### src/rtl/seq_multiplier.sv
// Multi-cycle shift-add multiplier: one partial product per clock, WIDTH+1 cycles per result.
// Define MULT_SIGNED_EN to honour SIGNED_MODE (two's-complement operands); otherwise all operations are unsigned.
module seq_multiplier #(
  parameter int WIDTH = 8
) (
  input  logic               CLK,
  input  logic               RESET,
  input  logic               START,
  input  logic               SIGNED_MODE,
  input  logic [WIDTH-1:0]   DATA1,
  input  logic [WIDTH-1:0]   DATA2,
  output logic               BUSY,
  output logic               DONE,
  output logic [2*WIDTH-1:0] PRODUCT,
  output logic               OVERFLOW
);

  localparam int CW = $clog2(WIDTH + 1);
  localparam logic [1:0] IDLE = 2'd0;
  localparam logic [1:0] CALC = 2'd1;
  localparam logic [1:0] FIX  = 2'd2;
  localparam logic [CW-1:0] LAST_STEP = CW'(WIDTH - 1);

  logic [1:0]         state_q,    state_d;
  logic [2*WIDTH-1:0] mcand_q,    mcand_d;
  logic [WIDTH-1:0]   mplier_q,   mplier_d;
  logic [2*WIDTH-1:0] acc_q,      acc_d;
  logic [CW-1:0]      cnt_q,      cnt_d;
  logic [2*WIDTH-1:0] product_q,  product_d;
  logic               overflow_q, overflow_d;
  logic               done_q,     done_d;

  // Operand magnitudes at capture, and the signed result / overflow in FIX.
  logic [WIDTH-1:0]   mag1, mag2;
  logic [2*WIDTH-1:0] result;
  logic               result_ovf;

`ifdef MULT_SIGNED_EN
  logic neg_q, neg_d;
  logic sgn_q, sgn_d;
  logic sign1, sign2;

  always_comb begin
    sign1      = SIGNED_MODE & DATA1[WIDTH-1];
    sign2      = SIGNED_MODE & DATA2[WIDTH-1];
    mag1       = sign1 ? -DATA1 : DATA1;
    mag2       = sign2 ? -DATA2 : DATA2;
    neg_d      = neg_q;
    sgn_d      = sgn_q;
    if (state_q == IDLE && START) begin
      neg_d = sign1 ^ sign2;
      sgn_d = SIGNED_MODE;
    end
    result     = neg_q ? -acc_q : acc_q;
    result_ovf = sgn_q ? (result[2*WIDTH-1:WIDTH] != {WIDTH{result[WIDTH-1]}})
                       : (result[2*WIDTH-1:WIDTH] != '0);
  end

  always_ff @(posedge CLK or negedge RESET) begin
    if (!RESET) begin
      neg_q <= 1'b0;
      sgn_q <= 1'b0;
    end else begin
      neg_q <= neg_d;
      sgn_q <= sgn_d;
    end
  end
`else
  logic unused_signed_mode;
  assign unused_signed_mode = SIGNED_MODE;

  always_comb begin
    mag1       = DATA1;
    mag2       = DATA2;
    result     = acc_q;
    result_ovf = (result[2*WIDTH-1:WIDTH] != '0);
  end
`endif

  always_comb begin
    // NOTE: every next-state signal starts as a hold of its flop so no path leaves it unassigned (no latches).
    state_d    = state_q;
    mcand_d    = mcand_q;
    mplier_d   = mplier_q;
    acc_d      = acc_q;
    cnt_d      = cnt_q;
    product_d  = product_q;
    overflow_d = overflow_q;
    done_d     = 1'b0;
    case (state_q)
      IDLE: begin
        if (START) begin
          mcand_d  = {{WIDTH{1'b0}}, mag1};
          mplier_d = mag2;
          acc_d    = '0;
          cnt_d    = '0;
          state_d  = CALC;
        end
      end
      CALC: begin
        if (mplier_q[0]) acc_d = acc_q + mcand_q;
        mcand_d  = mcand_q << 1;
        mplier_d = mplier_q >> 1;
        cnt_d    = cnt_q + 1'b1;
        if (cnt_q == LAST_STEP) state_d = FIX;
      end
      FIX: begin
        product_d  = result;
        overflow_d = result_ovf;
        done_d     = 1'b1;
        state_d    = IDLE;
      end
      default: state_d = IDLE;
    endcase
  end

  always_ff @(posedge CLK or negedge RESET) begin
    if (!RESET) begin
      state_q    <= IDLE;
      mcand_q    <= '0;
      mplier_q   <= '0;
      acc_q      <= '0;
      cnt_q      <= '0;
      product_q  <= '0;
      overflow_q <= 1'b0;
      done_q     <= 1'b0;
    end else begin
      // NOTE: non-blocking updates so every flop samples the pre-edge values computed above.
      state_q    <= state_d;
      mcand_q    <= mcand_d;
      mplier_q   <= mplier_d;
      acc_q      <= acc_d;
      cnt_q      <= cnt_d;
      product_q  <= product_d;
      overflow_q <= overflow_d;
      done_q     <= done_d;
    end
  end

  assign BUSY     = (state_q != IDLE);
  assign DONE     = done_q;
  assign PRODUCT  = product_q;
  assign OVERFLOW = overflow_q;

endmodule

### config.mk
export PLATFORM = sky130hd
export DESIGN_NAME = seq_multiplier
export DESIGN_NICKNAME = d
export VERILOG_FILES = /design/src/rtl/seq_multiplier.sv
export SDC_FILE = /design/constraint.sdc
export NUM_CORES = 1
export LEC_CHECK = 0
export ABC_AREA = 1
export CAP_MARGIN = 10
export CORE_MARGIN = 4
export CORE_UTILIZATION = 30
export DETAILED_ROUTE_END_ITERATION = 8
export HOLD_SLACK_MARGIN = 0.12
export SLEW_MARGIN = 20
export SYNTH_ARGS = -nofsm -noshare
export SYNTH_HDL_FRONTEND = slang
export SYNTH_SLANG_ARGS = --single-unit
### constraint.sdc
create_clock -name CLK -period 2.95 [get_ports CLK]
set_clock_uncertainty 0.05 [all_clocks]
set_input_delay 0.7375 -clock CLK [delete_from_list [all_inputs] [get_ports CLK]]
set_output_delay 0.7375 -clock CLK [all_outputs]
set_load 0.005 [all_outputs]
# == Yosys cells after proc, flatten, opt, wreduce, memory -nomap -nowiden ==
# Cells that the tools add are included.
# word_totals
word_cells,36
reg_bits,64
out_inout_bits,19
input_bits,20
# classes
n_eq_ne,6
mux,13
reduce_logical,7
add_sub_neg,2
# ops
op,n
case mux 16 bit (2 select lines),2
2-to-1 mux 16 bit,3
adder 16 bit,1
case mux 8 bit (2 select lines),1
2-to-1 mux 8 bit,1
case mux 4 bit (2 select lines),1
nonzero test 8 bit,1
inequality test 2 bit (second input constant),3
adder 4 x 1 -> 4 bit (second input constant),1
== test 4 x 3 -> 1 bit (second input constant),1
2-to-1 mux 2 bit,2
2-to-1 mux 4 bit,1
case mux 2 bit (2 select lines),1
AND reduction 2 bit,2
nonzero test 2 bit,2
AND reduction 3 bit,1
== test 2 x 1 -> 1 bit (second input constant),1
== test 2 bit (second input constant),1
logical NOT 2 bit,1
2-to-1 mux 1 bit,1

# == Depth between registers and ports, before layout ==
# Gate-level depths: netlist (run 1).
# logic_depth
depth_word,3
mapped_depth,11
ltp_nobuf,11

# == Least setup slack after synthesis (run 1) ==
# Ideal clock, no wire load.
# synth_path
kind,register -> register
from,register mcand_q[0]
to,register acc_q[12]
arrival_ns,1.462
setup_time_ns,0.117
period_less_slack_ns,1.629
setup_slack_ns,1.321
required_time_ns,2.783
stages_incl_launch_ff,12
path_cell_list,dfrtp_1 ha_1 inv_1 fa_1 inv_1 nand3_1 nand3_1 nand3_1 nand3_1 nand2_1 nand3_1 nand2_1
# synth_via
elab_chain_len,3
# synth_rtl
element,line,text
start: declaration,25,"logic [2*WIDTH-1:0] mcand_q, mcand_d;"
start signal: assignment,130,mcand_q <= mcand_d;
adder 16 bit,101,if (mplier_q[0]) acc_d = acc_q + mcand_q;
2-to-1 mux 16 bit,101,
case mux 16 bit (2 select lines),90,case (state_q)
end signal: assignment,122,acc_q <= '0;
end signal: assignment,132,acc_q <= acc_d;
end: declaration,27,"logic [2*WIDTH-1:0] acc_q, acc_d;"
# Every way passes these cells. The select of a mux whose other input is x is not followed.
# A chain may end at the register's enable or synchronous reset.

# == Worst setup path in the final report (run 1) ==
# layout_path
from,register state_q[0]
to,output BUSY
# layout_via
elab_chain_len,1
# layout_rtl
element,line,text
start: declaration,24,"logic [1:0] state_q, state_d;"
start signal: assignment,129,state_q <= state_d;
nonzero test 2 bit,140,assign BUSY = (state_q != IDLE);
end: declaration,12,"output logic BUSY,"
# Every way passes these cells.

==> metrics.txt, run 1 <==
# TYPE chip_impl_metric gauge
chip_impl_metric{name="antennaDiodeCount",unit=""} 0
chip_impl_metric{name="clock_sink_count",unit=""} 64
chip_impl_metric{name="yosysWarnings",unit=""} 0
chip_impl_metric{name="synth-edff-count",unit=""} 0
chip_impl_metric{name="globalRouteTotalUtil",unit="%"} 12.4
chip_impl_metric{name="first_pass_grt_wire_length",unit="mm"} 13.1
chip_impl_metric{name="vdd.ir_drop.worst",unit="V"} 0.000429
chip_impl_metric{name="synthDominantCellAreaShare",unit="%"} 46.2
chip_impl_metric{name="clock_buffer_count_from_cts",unit=""} 9
chip_impl_info{name="cts.root.buffer_cell",value="clkbuf_16"} 1
chip_impl_metric{name="timing.critical_path.fanout_max",unit=""} 10
chip_impl_metric{name="final_period_minus_worst_setup_slack",unit="ps"} 2300
chip_impl_metric{name="nets",unit=""} 515
chip_impl_metric{name="die-height",unit="µm"} 116
chip_impl_metric{name="netlist_instances",unit=""} 435
chip_impl_metric{name="syn-mean-instance-area",unit="µm²"} 7.98
chip_impl_metric{name="postSynthRegisterBits",unit=""} 64
chip_impl_metric{name="hold_violations",unit=""} 0
chip_impl_metric{name="antenna_found_initial",unit=""} 0
chip_impl_metric{name="final_core_util",unit="%"} 37.7
chip_impl_metric{name="ctsHoldBuffers",unit=""} 0
chip_impl_metric{name="finalSetupViolations",unit=""} 0
chip_impl_metric{name="routed-via-count",unit=""} 2845
chip_impl_metric{name="slew_viol_final",unit=""} 0
chip_impl_metric{name="clock_tree.buffer_depth",unit=""} 2
chip_impl_info{name="cp_cell_sequence",value="nor2_4 > inv_1 > clkdlybuf4s50_1"} 1
chip_impl_metric{name="post_layout_nonfiller_instances",unit=""} 626
chip_impl_metric{name="synth-async-reset-ratio",unit="%"} 100
chip_impl_metric{name="first_global_vias",unit=""} 2796
chip_impl_info{name="synth_largest_area_cell",value="dfrtp_1"} 1
chip_impl_info{name="critical_path.endpoint_type",value="output port"} 1
chip_impl_metric{name="drt_pass_1_iters",unit=""} 4
chip_impl_metric{name="placement_rows",unit=""} 39
chip_impl_metric{name="floorplan.core_area",unit="µm²"} 11400
chip_impl_metric{name="layout.cell_area.non_filler",unit="µm²"} 4290
chip_impl_metric{name="floorplan.io_pins",unit=""} 39
chip_impl_metric{name="synthesis.nets",unit=""} 472
chip_impl_metric{name="post_synth_instance_area",unit="µm²"} 3470
chip_impl_info{name="synthFlopType",value="dfrtp_1"} 1
chip_impl_metric{name="leakagePower",unit="µW"} 0.00217
chip_impl_metric{name="die_x",unit="µm"} 116
chip_impl_metric{name="placedCellCount",unit=""} 610
chip_impl_metric{name="power_density",unit="nW/µm²"} 1180
chip_impl_info{name="rsz0062_at_grt",value="false"} 1
chip_impl_metric{name="placedInstanceArea",unit="µm²"} 3990
chip_impl_info{name="cts_tree",value="yes"} 1
chip_impl_info{name="synth_most_common_cell",value="nand2_1"} 1
chip_impl_metric{name="signal_arrival_time_at_the_worst_endpoint",unit="ps"} 1520
chip_impl_metric{name="initial_core_util",unit="%"} 30.5
chip_impl_metric{name="hold-worst-slack",unit="ps"} 346
chip_impl_metric{name="worstSkewPairLatency",unit="ps"} 320
chip_impl_metric{name="critPathMaxStageDelay",unit="ps"} 440
chip_impl_metric{name="post_cts_resize_count",unit=""} 0
chip_impl_metric{name="cts_post_setup_buffers_inserted",unit=""} 0
chip_impl_metric{name="clock_tree.htree_level_count",unit=""} 3
chip_impl_info{name="run_status",value="completed"} 1
chip_impl_metric{name="final_wtd_congestion",unit=""} 0.824
chip_impl_info{name="timing.critical_path.slowest_stage_cell",value="clkdlybuf4s50_1"} 1
chip_impl_metric{name="io_buffers",unit=""} 37
chip_impl_metric{name="maxClockFrequency",unit="MHz"} 434
chip_impl_metric{name="drt-vias-per-instance",unit=""} 4.54
chip_impl_metric{name="yosysSeqAreaShare",unit="%"} 46.2
chip_impl_info{name="classification_of_the_worst_slack_hold_path",value="input pin to async pin"} 1
chip_impl_info{name="timing.critical_path.from_type",value="register"} 1
chip_impl_metric{name="worst_max_slew_pin_slew",unit="ps"} 539
chip_impl_metric{name="largest_net_degree_at_the_start_of_global_routing",unit=""} 29
chip_impl_metric{name="dp.final_hpwl",unit="mm"} 5.80
chip_impl_metric{name="period_share",unit="%"} 78.1
chip_impl_metric{name="path_clk_slew",unit="ps"} 50
chip_impl_metric{name="worst_reg_to_reg_setup_slack",unit="ps"} 1080
chip_impl_metric{name="routed_wl",unit="mm"} 7.66
chip_impl_metric{name="final_layout_size_suffix_gt1_share",unit="%"} 8.28
chip_impl_metric{name="timing.critical_path.required",unit="ps"} 2160
chip_impl_metric{name="worst_slew_margin_rel",unit="%"} 64.1
chip_impl_metric{name="area.growth.synth_to_final",unit="%"} 23.7
chip_impl_metric{name="total_global_routing_overflow",unit=""} 0
chip_impl_metric{name="final_ant_viol_nets",unit=""} 0
chip_impl_metric{name="drt_drc_violations_left",unit=""} 0
chip_impl_info{name="timing.setup.critical_path_class",value="register to output port"} 1
chip_impl_metric{name="overall_die_area",unit="µm²"} 13300
chip_impl_metric{name="max-cap-violations",unit=""} 0
chip_impl_metric{name="setup_total_negative_slack",unit="ps"} 0
chip_impl_metric{name="netlist-cell-type-count",unit=""} 35
chip_impl_metric{name="drt_iter0_drc",unit=""} 106
chip_impl_info{name="synth.area.top_cells",value="dfrtp_1 46%, nand2_1 15%, inv_1 7.2%, ha_1 5.8%, nand3_1 4.5%"} 1
chip_impl_metric{name="wl_per_cell",unit="µm"} 12.2
chip_impl_info{name="netlist_top_cells_count",value="138 x nand2_1, 67 x inv_1, 64 x dfrtp_1"} 1
## flip-flops by register name, indices dropped and copies added (netlist names)
register  cells
cnt_q         4
mcand_q      16
acc_q        16
state_q       2
DONE          1
OVERFLOW      1
PRODUCT      16
mplier_q      8
## worst max-delay path, delay by kind of cell (launching register included)
family	cells	cell delay, ps
simple gates	1	250
flops	1	430
buf+inv	2	510
## per-stage QoR
step	power, µW	setup slack [ps]
after floorplan	3310	1320
after global placement	3950	610
after detailed placement	4030	595
after CTS	5120	616
after global routing	5560	571
final	5060	645
## final cells by class
cell class / instances / area, µm²
sequential: 64 / 1600
tap: 143 / 179
inverter: 71 / 272
fill: 1177 / 7080
clock buffer: 13 / 260
multi-input combinational: 290 / 1540
timing repair buffer: 42 / 403
clock inverter: 3 / 40.0
## cells by family (layout without fill, tap and decap cells)
logic type,after synthesis,count (layout),synth area share [%]
flops,64,64,46.2
xor+xnor,3,3,0.757
simple gates,203,203,24.8
buf+inv,81,129,9.59
compound gates,67,67,12.4
fa+ha+maj,17,17,6.35
## layer usage
layer | share of wire, % | up-vias | GRT usage, %
met2 | 45 | 40 | 19.8
met1 | 50 | 1307 | 16.5
met3 | 3.7 | 10 | 3.24
li1 | - | 1488 | -
met4 | 1.4 | 0 | 4.07
met5 | 0 | - | 0
## cells in the final DEF, fill, tap and decap left out, types with 3 or more instances in the layout
| cell | count |
|---|---|
| a21oi_1 | 12 |
| a21oi_2 | 8 |
| buf_4 | 5 |
| clkbuf_16 | 9 |
| clkdlybuf4s50_1 | 36 |
| dfrtp_1 | 64 |
| ha_1 | 16 |
| inv_1 | 67 |
| nand2_1 | 138 |
| nand2_2 | 3 |
| nand3_1 | 31 |
| nor2_1 | 17 |
| nor3_1 | 4 |
| o211ai_1 | 3 |
| o21ai_0 | 18 |
| o21ai_1 | 3 |
| o22ai_1 | 18 |
## where the power goes
group / switching (µW) / internal, µW / leakage, µW
clock: 357 / 697 / 0.000150
combinational: 1460 / 993 / 0.00123
sequential: 284 / 1270 / 0.000790
total: 2100 / 2960 / 0.00217
## final timing paths
kind | cells after the start | to | startpoint
worst min-delay path | 1 | acc_q[13] | RESET
worst max-delay path | 3 | BUSY | state_q[0]
max in group asynchronous | 2 | mcand_q[11] | RESET
worst max register to register | 11 | acc_q[12] | mcand_q[0]
worst min register to register | 2 | PRODUCT[8] | PRODUCT[8]
min in group CLK | 2 | PRODUCT[8] | PRODUCT[8]
No activity file was read; power rests on OpenSTA's default activity.
==> inputs of run 2 (changes only) <==
==> constraint.sdc (replaced) <==
create_clock -name CLK -period 1.96 [get_ports CLK]
set_clock_uncertainty 0.05 [all_clocks]
set_input_delay 0.49 -clock CLK [delete_from_list [all_inputs] [get_ports CLK]]
set_output_delay 0.49 -clock CLK [all_outputs]
set_load 0.005 [all_outputs]
==> run 2 against run 1 <==
  * Sequential power up 50%
  * Total power is 52% higher
  * First-iteration DRC count increased by 22%
  * Design area rose by 1.4%
  * Flip-flop and latch count is the same
  * Highest routed layer unchanged
==> metrics.txt, run 2 (synthesis results as in run 1) <==
# TYPE chip_impl_metric gauge
chip_impl_metric{name="critPathMaxStageDelay",unit="ps"} 430
chip_impl_info{name="timing.critical_path.slowest_stage_cell",value="clkdlybuf4s50_1"} 1
chip_impl_metric{name="placedInstanceArea",unit="µm²"} 4040
chip_impl_metric{name="finalSetupViolations",unit=""} 0
chip_impl_metric{name="first_pass_grt_wire_length",unit="mm"} 13.8
chip_impl_metric{name="path_clk_slew",unit="ps"} 50
chip_impl_info{name="critical_path.endpoint_type",value="output port"} 1
chip_impl_metric{name="maxClockFrequency",unit="MHz"} 525
chip_impl_metric{name="share_seq_of_total_power",unit="%"} 30.3
chip_impl_info{name="cts_tree",value="yes"} 1
chip_impl_info{name="cts.root.buffer_cell",value="clkbuf_16"} 1
chip_impl_metric{name="io_buffers",unit=""} 37
chip_impl_metric{name="power_switching",unit="µW"} 3220
chip_impl_metric{name="globalRouteTotalUtil",unit="%"} 13.2
chip_impl_metric{name="total_global_routing_overflow",unit=""} 0
chip_impl_metric{name="intPower",unit="µW"} 4470
chip_impl_metric{name="max-cap-violations",unit=""} 0
chip_impl_metric{name="area.growth.synth_to_final",unit="%"} 25.4
chip_impl_metric{name="final_critical_path_setup_slack",unit="ps"} 55.6
chip_impl_metric{name="routed_wl",unit="mm"} 7.90
chip_impl_metric{name="die_x",unit="µm"} 116
chip_impl_metric{name="nets",unit=""} 521
chip_impl_info{name="cp-startpoint",value="state_q[0]"} 1
chip_impl_metric{name="worst_max_slew_pin_slew",unit="ps"} 488
chip_impl_metric{name="cts_post_setup_buffers_inserted",unit=""} 0
chip_impl_metric{name="power_switching_share",unit="%"} 41.9
chip_impl_metric{name="drt-vias-per-instance",unit=""} 4.58
chip_impl_metric{name="post-layout-total-power",unit="µW"} 7690
chip_impl_info{name="cp_cell_sequence",value="nor2_4 > inv_1 > clkdlybuf4s50_1"} 1
chip_impl_info{name="timing.critical_path.from_type",value="register"} 1
chip_impl_metric{name="power_density",unit="nW/µm²"} 1770
chip_impl_metric{name="clock_tree.htree_level_count",unit=""} 3
chip_impl_metric{name="slew_viol_final",unit=""} 0
chip_impl_metric{name="drt_iter0_drc",unit=""} 129
chip_impl_metric{name="vdd.ir_drop.worst",unit="V"} 0.000622
chip_impl_metric{name="clock_sink_count",unit=""} 64
chip_impl_metric{name="dp.final_hpwl",unit="mm"} 5.99
chip_impl_info{name="rsz0062_at_grt",value="false"} 1
chip_impl_info{name="r2r-start",value="mcand_q[0]"} 1
chip_impl_metric{name="final_ant_viol_nets",unit=""} 0
chip_impl_metric{name="routed-via-count",unit=""} 2891
chip_impl_metric{name="clock_buffer_count_from_cts",unit=""} 9
chip_impl_metric{name="placement_rows",unit=""} 39
chip_impl_info{name="final_cell_mix",value="138 x nand2_1, 66 x inv_1, 64 x dfrtp_1, 36 x clkdlybuf4s50_1, 29 x nand3_1"} 1
chip_impl_metric{name="period_share",unit="%"} 97.2
chip_impl_metric{name="timing.critical_path.required",unit="ps"} 1420
chip_impl_metric{name="floorplan.io_pins",unit=""} 39
chip_impl_metric{name="wl_per_cell",unit="µm"} 12.5
chip_impl_info{name="classification_of_the_worst_slack_hold_path",value="register to register"} 1
chip_impl_metric{name="hold-worst-slack",unit="ps"} 416
chip_impl_metric{name="worstSkewPairLatency",unit="ps"} 330
chip_impl_metric{name="die-height",unit="µm"} 116
chip_impl_metric{name="r2r.worst_path.cells",unit=""} 11
chip_impl_metric{name="antennaDiodeCount",unit=""} 0
chip_impl_info{name="run_status",value="completed"} 1
chip_impl_info{name="critical_path.endpoint",value="BUSY"} 1
chip_impl_metric{name="final_wtd_congestion",unit=""} 0.825
chip_impl_metric{name="hold_violations",unit=""} 0
chip_impl_metric{name="final_period_minus_worst_setup_slack",unit="ps"} 1900
chip_impl_metric{name="min_path_cells",unit=""} 2
chip_impl_metric{name="setup_total_negative_slack",unit="ps"} 0
chip_impl_metric{name="overall_die_area",unit="µm²"} 13300
chip_impl_metric{name="signal_arrival_time_at_the_worst_endpoint",unit="ps"} 1360
chip_impl_metric{name="antenna_found_initial",unit=""} 0
chip_impl_metric{name="floorplan.core_area",unit="µm²"} 11400
chip_impl_info{name="mostFrequentLayoutCell",value="nand2_1"} 1
chip_impl_metric{name="clock_tree.buffer_depth",unit=""} 2
chip_impl_metric{name="worst_slack_placed",unit="ps"} 115
chip_impl_metric{name="drt_drc_violations_left",unit=""} 0
chip_impl_metric{name="drt_pass_1_iters",unit=""} 4
chip_impl_metric{name="worst_reg_to_reg_setup_slack",unit="ps"} 150
chip_impl_metric{name="worst_slew_margin_rel",unit="%"} 67.5
chip_impl_metric{name="share_of_power_burned_in_the_clock_network",unit="%"} 20.5
chip_impl_info{name="timing.setup.critical_path_class",value="register to output port"} 1
chip_impl_metric{name="layout.cell_area.non_filler",unit="µm²"} 4350
chip_impl_info{name="timing.rr.end",value="acc_q[12]"} 1
chip_impl_metric{name="timing.critical_path.fanout_max",unit=""} 3
chip_impl_metric{name="leakagePower",unit="µW"} 0.00220
chip_impl_metric{name="power.share.combinational",unit="%"} 49.1
chip_impl_metric{name="first_global_vias",unit=""} 2958
chip_impl_metric{name="largest_net_degree_at_the_start_of_global_routing",unit=""} 33
chip_impl_metric{name="final_layout_size_suffix_gt1_share",unit="%"} 9.63
chip_impl_metric{name="initial_core_util",unit="%"} 30.5
run 2: layout make-up:
class | instances | area, µm²
fill | 1191 | 7020
sequential | 64 | 1600
multi-input combinational | 290 | 1550
timing repair buffer | 48 | 463
inverter | 71 | 272
clock buffer | 12 | 246
tap | 143 | 179
clock inverter | 3 | 42.5
run 2: stage by stage:
stage / util (%) / instances
2_1_floorplan: - / 435
3_3_place_gp: 35.5 / 615
3_5_place_dp: 35.5 / 615
4_1_cts: 38.2 / 631
5_1_grt: 38.3 / 631
6_report: 38.3 / 631
run 2: repair_timing:
item	CTS	global route
gates resized for setup	0	3
hold buffers	1	0
setup endpoints to repair	0	4
endpoints found under the hold margin	16	0
run 2: layer usage:
metal,global-route usage [%],part of all wire (%)
met1,17.3,47
met2,21.1,47
met3,3.60,3.3
met4,5.01,2.1
met5,0,0
run 2: how the worst min path moves through the flow:
stage	start	end	slack (ps)
finish	PRODUCT[10]	PRODUCT[10]	420
detailed placement	PRODUCT[10]	PRODUCT[10]	410
floorplan	RESET	DONE	140
global placement	PRODUCT[8]	PRODUCT[8]	400
CTS	PRODUCT[10]	PRODUCT[10]	420
global route	PRODUCT[8]	PRODUCT[8]	440
run 2: power by group through the flow:
stage / Combinational, µW / Clock [µW] / Sequential [µW]
floorplan: 2750 / 0 / 2230
global placement: 3680 / 0 / 2330
detailed placement: 3770 / 0 / 2350
CTS: 3800 / 1610 / 2340
global route: 4380 / 1670 / 2410
finish: 3780 / 1580 / 2330
run 2: critical path, delay by kind of cell, from the launching register on:
family,cells,cell delay [ps]
buffers and inverters,2,480
DFF,1,420
and+or+nand+nor,1,130
